[src/rtl/hazard_control.sv]
// Pipeline hazard controller: load-use stalls, taken-branch flushes,
// EX operand forwarding select and saturating stall/flush statistics.
module hazard_control #(
  parameter int unsigned LOAD_STALL_CYCLES = 1,
  parameter int unsigned CNT_WIDTH         = 16
) (
  input  logic                 clk,
  input  logic                 rst_n,
  input  logic [4:0]           rs1_id,
  input  logic [4:0]           rs2_id,
  input  logic                 uses_rs1_id,
  input  logic                 uses_rs2_id,
  input  logic [4:0]           rs1_ex,
  input  logic [4:0]           rs2_ex,
  input  logic [4:0]           rd_ex,
  input  logic                 RUWr_ex,
  input  logic [1:0]           RUDataWrSrc_ex,
  input  logic                 branch_taken_ex,
  input  logic [4:0]           rd_mem,
  input  logic                 RUWr_mem,
  input  logic [4:0]           rd_wb,
  input  logic                 RUWr_wb,
  output logic                 pc_stall,
  output logic                 fd_stall,
  output logic                 fd_flush,
  output logic                 de_flush,
  output logic [1:0]           fwd_a_sel,
  output logic [1:0]           fwd_b_sel,
  output logic [CNT_WIDTH-1:0] stall_count,
  output logic [CNT_WIDTH-1:0] flush_count
);

  localparam int unsigned CW = 3;
  localparam logic [CW-1:0] STALL_RELOAD = CW'(LOAD_STALL_CYCLES - 1);
  localparam logic [CNT_WIDTH-1:0] CNT_MAX = '1;
  localparam logic [1:0] SRC_DMEM = 2'b01;
  localparam logic [1:0] FWD_RF   = 2'b00;
  localparam logic [1:0] FWD_WB   = 2'b01;
  localparam logic [1:0] FWD_MEM  = 2'b10;

  typedef enum logic {RUN, STALL} state_t;

  state_t          state_q, state_d;
  logic [CW-1:0]   cnt_q, cnt_d;
  logic            load_use;
  logic            flush_evt;

  // Load in EX whose destination is read by the instruction in ID.
  always_comb begin
    load_use = RUWr_ex && (RUDataWrSrc_ex == SRC_DMEM) && (rd_ex != 5'd0) &&
               ((uses_rs1_id && (rs1_id == rd_ex)) || (uses_rs2_id && (rs2_id == rd_ex)));
  end

  // State and bubble down-counter.
  always_ff @(posedge clk or negedge rst_n) begin
    if (!rst_n) begin
      state_q <= RUN;
      cnt_q   <= '0;
    end else begin
      state_q <= state_d;
      cnt_q   <= cnt_d;
    end
  end

  // Next state and Mealy stall/flush controls; branch flush beats stall.
  always_comb begin
    state_d   = state_q;
    cnt_d     = cnt_q;
    pc_stall  = 1'b0;
    fd_stall  = 1'b0;
    fd_flush  = 1'b0;
    de_flush  = 1'b0;
    flush_evt = 1'b0;
    if (!rst_n) begin
      fd_flush = 1'b1;
      de_flush = 1'b1;
      state_d  = RUN;
      cnt_d    = '0;
    end else begin
      case (state_q)
        RUN: begin
          if (branch_taken_ex) begin
            fd_flush  = 1'b1;
            de_flush  = 1'b1;
            flush_evt = 1'b1;
          end else if (load_use) begin
            pc_stall = 1'b1;
            fd_stall = 1'b1;
            de_flush = 1'b1;
            if (LOAD_STALL_CYCLES > 1) begin
              state_d = STALL;
              cnt_d   = STALL_RELOAD;
            end
          end
        end
        STALL: begin
          if (branch_taken_ex) begin
            fd_flush  = 1'b1;
            de_flush  = 1'b1;
            flush_evt = 1'b1;
            state_d   = RUN;
            cnt_d     = '0;
          end else begin
            pc_stall = 1'b1;
            fd_stall = 1'b1;
            de_flush = 1'b1;
            cnt_d    = cnt_q - CW'(1);
            if (cnt_q <= CW'(1)) begin
              state_d = RUN;
              cnt_d   = '0;
            end
          end
        end
        default: begin
          state_d = RUN;
          cnt_d   = '0;
        end
      endcase
    end
  end

  // Operand forwarding; the younger MEM result wins over WB, x0 never forwarded.
  always_comb begin
    fwd_a_sel = FWD_RF;
    fwd_b_sel = FWD_RF;
    if (rst_n) begin
      if (RUWr_mem && (rd_mem != 5'd0) && (rd_mem == rs1_ex))     fwd_a_sel = FWD_MEM;
      else if (RUWr_wb && (rd_wb != 5'd0) && (rd_wb == rs1_ex))   fwd_a_sel = FWD_WB;
      if (RUWr_mem && (rd_mem != 5'd0) && (rd_mem == rs2_ex))     fwd_b_sel = FWD_MEM;
      else if (RUWr_wb && (rd_wb != 5'd0) && (rd_wb == rs2_ex))   fwd_b_sel = FWD_WB;
    end
  end

  // Saturating statistics counters.
  always_ff @(posedge clk or negedge rst_n) begin
    if (!rst_n) begin
      stall_count <= '0;
      flush_count <= '0;
    end else begin
      if (pc_stall && (stall_count != CNT_MAX)) stall_count <= stall_count + CNT_WIDTH'(1);
      if (flush_evt && (flush_count != CNT_MAX)) flush_count <= flush_count + CNT_WIDTH'(1);
    end
  end

endmodule

[config.mk]
export PLATFORM = sky130hd
export DESIGN_NAME = hazard_control
export DESIGN_NICKNAME = d
export VERILOG_FILES = /design/src/rtl/hazard_control.sv
export SDC_FILE = /design/constraint.sdc
export NUM_CORES = 1
export LEC_CHECK = 0
export CORE_ASPECT_RATIO = 1.4
export CORE_MARGIN = 2
export CORE_UTILIZATION = 30
export CTS_CLUSTER_SIZE = 12
export DETAILED_ROUTE_END_ITERATION = 6
export DONT_BUFFER_PORTS = 1
export PLACE_DENSITY_LB_ADDON = 0.2
export SLEW_MARGIN = 30
export SYNTH_ARGS = -nofsm -noshare
export SYNTH_HDL_FRONTEND = slang
export SYNTH_SLANG_ARGS = --single-unit
[constraint.sdc]
create_clock -name clk -period 1.9 [get_ports clk]
set_input_delay 0.38 -clock clk [delete_from_list [all_inputs] [get_ports clk]]
set_output_delay 0.38 -clock clk [all_outputs]
set_load 0.03 [all_outputs]
==> flow_summary.yaml <==
min_path:
  hp-start: "rst_n"
  hp-class: "input port to flop"
setup_path:
  r2r-start: "flush_count[0]"
  crit_path_max_incr_delay_ns: 0.55
  cp.arrival_ns: 1.54
  critPathLaunch: "rd_wb[2]"
  critPathMaxFanout: 3
  path_class: "input port to output pin"
  crit_buf_inv: 1
  end_kind: "output pin"
  required_ns: 1.52
  cp-start-kind: "input port"
  crit_family: "simple AND/OR/NAND/NOR gates"
  path_cells: "xor2_2 -> or4_4 -> nor4_4 -> buf_6"
  cp_slowest_cell: "or4_4"
placement:
  post-place-ws_ns: -0.106
  io_buffers: 0
  gp_congestion: 0.786
  dp_hpwl_um: 4000
global_route:
  grt_first_pass_wirelength_um: 8700
  grt_max_degree: 37
  antenna_found_initial: 0
  grt_pass1_vias: 1895
  grt_usage: 0.141
  grt-ovfl-total: 0
clocking:
  clk_pin_slew_ns: 0.07
  numCtsBuffers: 5
  cts_tree: "built"
  clk-insertion-delay-late_ns: 0.29
  cts_max_path_buffers: 2
  cts_num_sinks: 36
  root_buffer: "clkbuf_8"
  htreeDepth: 2
die:
  dieArea_um2: 7790
  core-area_um2: 6940
  num_rows: 36
  io_pins: 85
  die_x_um: 75.2
  die_h_um: 104
  initial_core_util: 0.307
final_layout:
  fin_util: 0.415
  syn2layout_area_growth_pct: 35.5
  fillCellCount: 705
  antenna_cells: 0
  drive_above_1_share: 0.335
  seqCellArea_um2: 915
  nNetsFinal: 320
  multi_input_area_um2: 1300
outcome:
  violations: "setup timing"
  status: "finished with violations"
job:
  max-cap-violations: 0
logic_synthesis:
  yosysWarnings: 0
  synthXorXnorAreaFrac: 0.239
  synth_commonest_cells: "40 x xnor2_1, 36 x dfrtp_1, 22 x nand2_1, 18 x xor2_1, 16 x nand3_1"
  avgSynthCellArea_um2: 9.85
  yosysMostFrequentCell: "xnor2_1"
  synth.largest_area_cell: "dfrtp_1"
  syn_inst: 216
  synthArstFlopShare: 1.00
  netlist.area_leader.share: 0.424
  synthAdderAreaFrac: 0.0235
  synthTopCellsByArea: "dfrtp_1 42%, xnor2_1 16%, xor2_1 7.4%"
  synth-edff-count: 0
  synth_cell_types: 35
  mappedNetlistNets: 265
  synth_top_family_by_area: "XOR/XNOR gates"
  ys_seq_area_frac: 0.424
  synthSimpleGateAreaFrac: 0.222
  synthMuxAreaShare: 0.0153
  synth_area_um2: 2130
  synth_seq_cells: 36
  synth-main-ff-cell: "dfrtp_1"
  synth-compound-area-share: 0.0553
timing:
  relSlewSlack: 0.750
  final_hold_viol_count: 0
  finalCriticalPeriod_ns: 1.92
  skew_ns: 0.00730
  worstMarginPinSlew_ns: 0.373
  setup_tns_ns: -0.0265
  finalCritPeriodShare: 1.01
  drv_slew: 0
  setup_slack_ns: -0.0199
  finalSetupViolations: 2
  max_freq_mhz: 521
  rsz0062_at_grt: "true"
detailed_routing:
  first_pass_iters: 4
  viasPerCell: 4.80
  drt_iter0_drc: 43
  num_vias: 1763
  drc: 0
  routed_wl_um: 5150
  wl_per_cell_um: 14.0
  ant_nets: 0
power:
  p_per_area_nw_per_um2: 688
  p_leak_nw: 1.19
  vdd_drop_max_mv: 0.302
-- routing by layer --
layer,track usage,vias up,share of wire
met5,0,-,0
met4,0.0526,0,0.018
met3,0.0243,7,0.063
met2,0.256,68,0.55
met1,0.156,830,0.37
li1,-,858,-
-- cells in the final DEF (no fill, tap or decap), drive strengths merged, types with 5 or more instances in the layout --
cell type	netlist	final
nand4	12	12
nor4	5	5
nand2	22	22
xor2	18	18
nor3	5	5
xnor2	40	40
nand3	16	16
buf	2	50
dfrtp	36	36
inv	8	8
clkbuf	1	8
nor2	9	9
-- state kept, by name, summed over array words and instances, names as in the netlist --
name / count
cnt_q: 3
flush_count: 16
stall_count: 16
state_q: 1
-- through the flow --
step	total power (W)	cell area (um2)	std cells	hold slack [ns]
floorplan	0.00120	2190	216	0.0844
global placement	0.00136	2670	356	0.0852
finish	0.00198	2880	367	0.245
global route	0.00210	2880	367	0.225
detailed placement	0.00136	2670	356	0.0851
CTS	0.00201	2810	366	0.230
-- timing repair --
| item | in CTS | in global routing |
|---|---|---|
| pin swaps | 3 | 5 |
| hold buffers | 2 | 0 |
| endpoints found under the hold margin | 36 | 0 |
| endpoints found under the setup margin | 4 | 16 |
| setup buffers | 0 | 1 |
| resized for setup | 3 | 15 |
-- power by group --
group	switching [W]	internal, W	total, W
combinational	0.000305	0.000210	0.000516
sequential	0.0000330	0.000833	0.000866
clock	0.000269	0.000331	0.000600
-- area by class of cell --
class                   count  share of cell area
repair buffers             51               0.146
multi-input cells         169               0.450
clock buffers               8              0.0347
inverters                   8              0.0104
flip-flops and latches     36               0.317
well taps                  95              0.0413
-- path summary, 6_finish.rpt --
kind,end,slack [ns],cells after the start
max in group asynchronous,stall_count[1],1.15,2
min reg2reg,cnt_q[1],0.53,2
min,cnt_q[2],0.25,1
min in group asynchronous,flush_count[14],0.54,2
max reg2reg,flush_count[15],0.09,7
max,fwd_a_sel[0],-0.02,4
-- cell families (layout without fill, tap and decap cells) --
kind of cell,Yosys count,count (layout)
simple gates,88,88
fa+ha+maj,4,4
xor+xnor,58,58
mux,3,3
buf+inv,11,67
compound gates,16,16
flops,36,36
No activity file was read; power rests on OpenSTA's default activity.
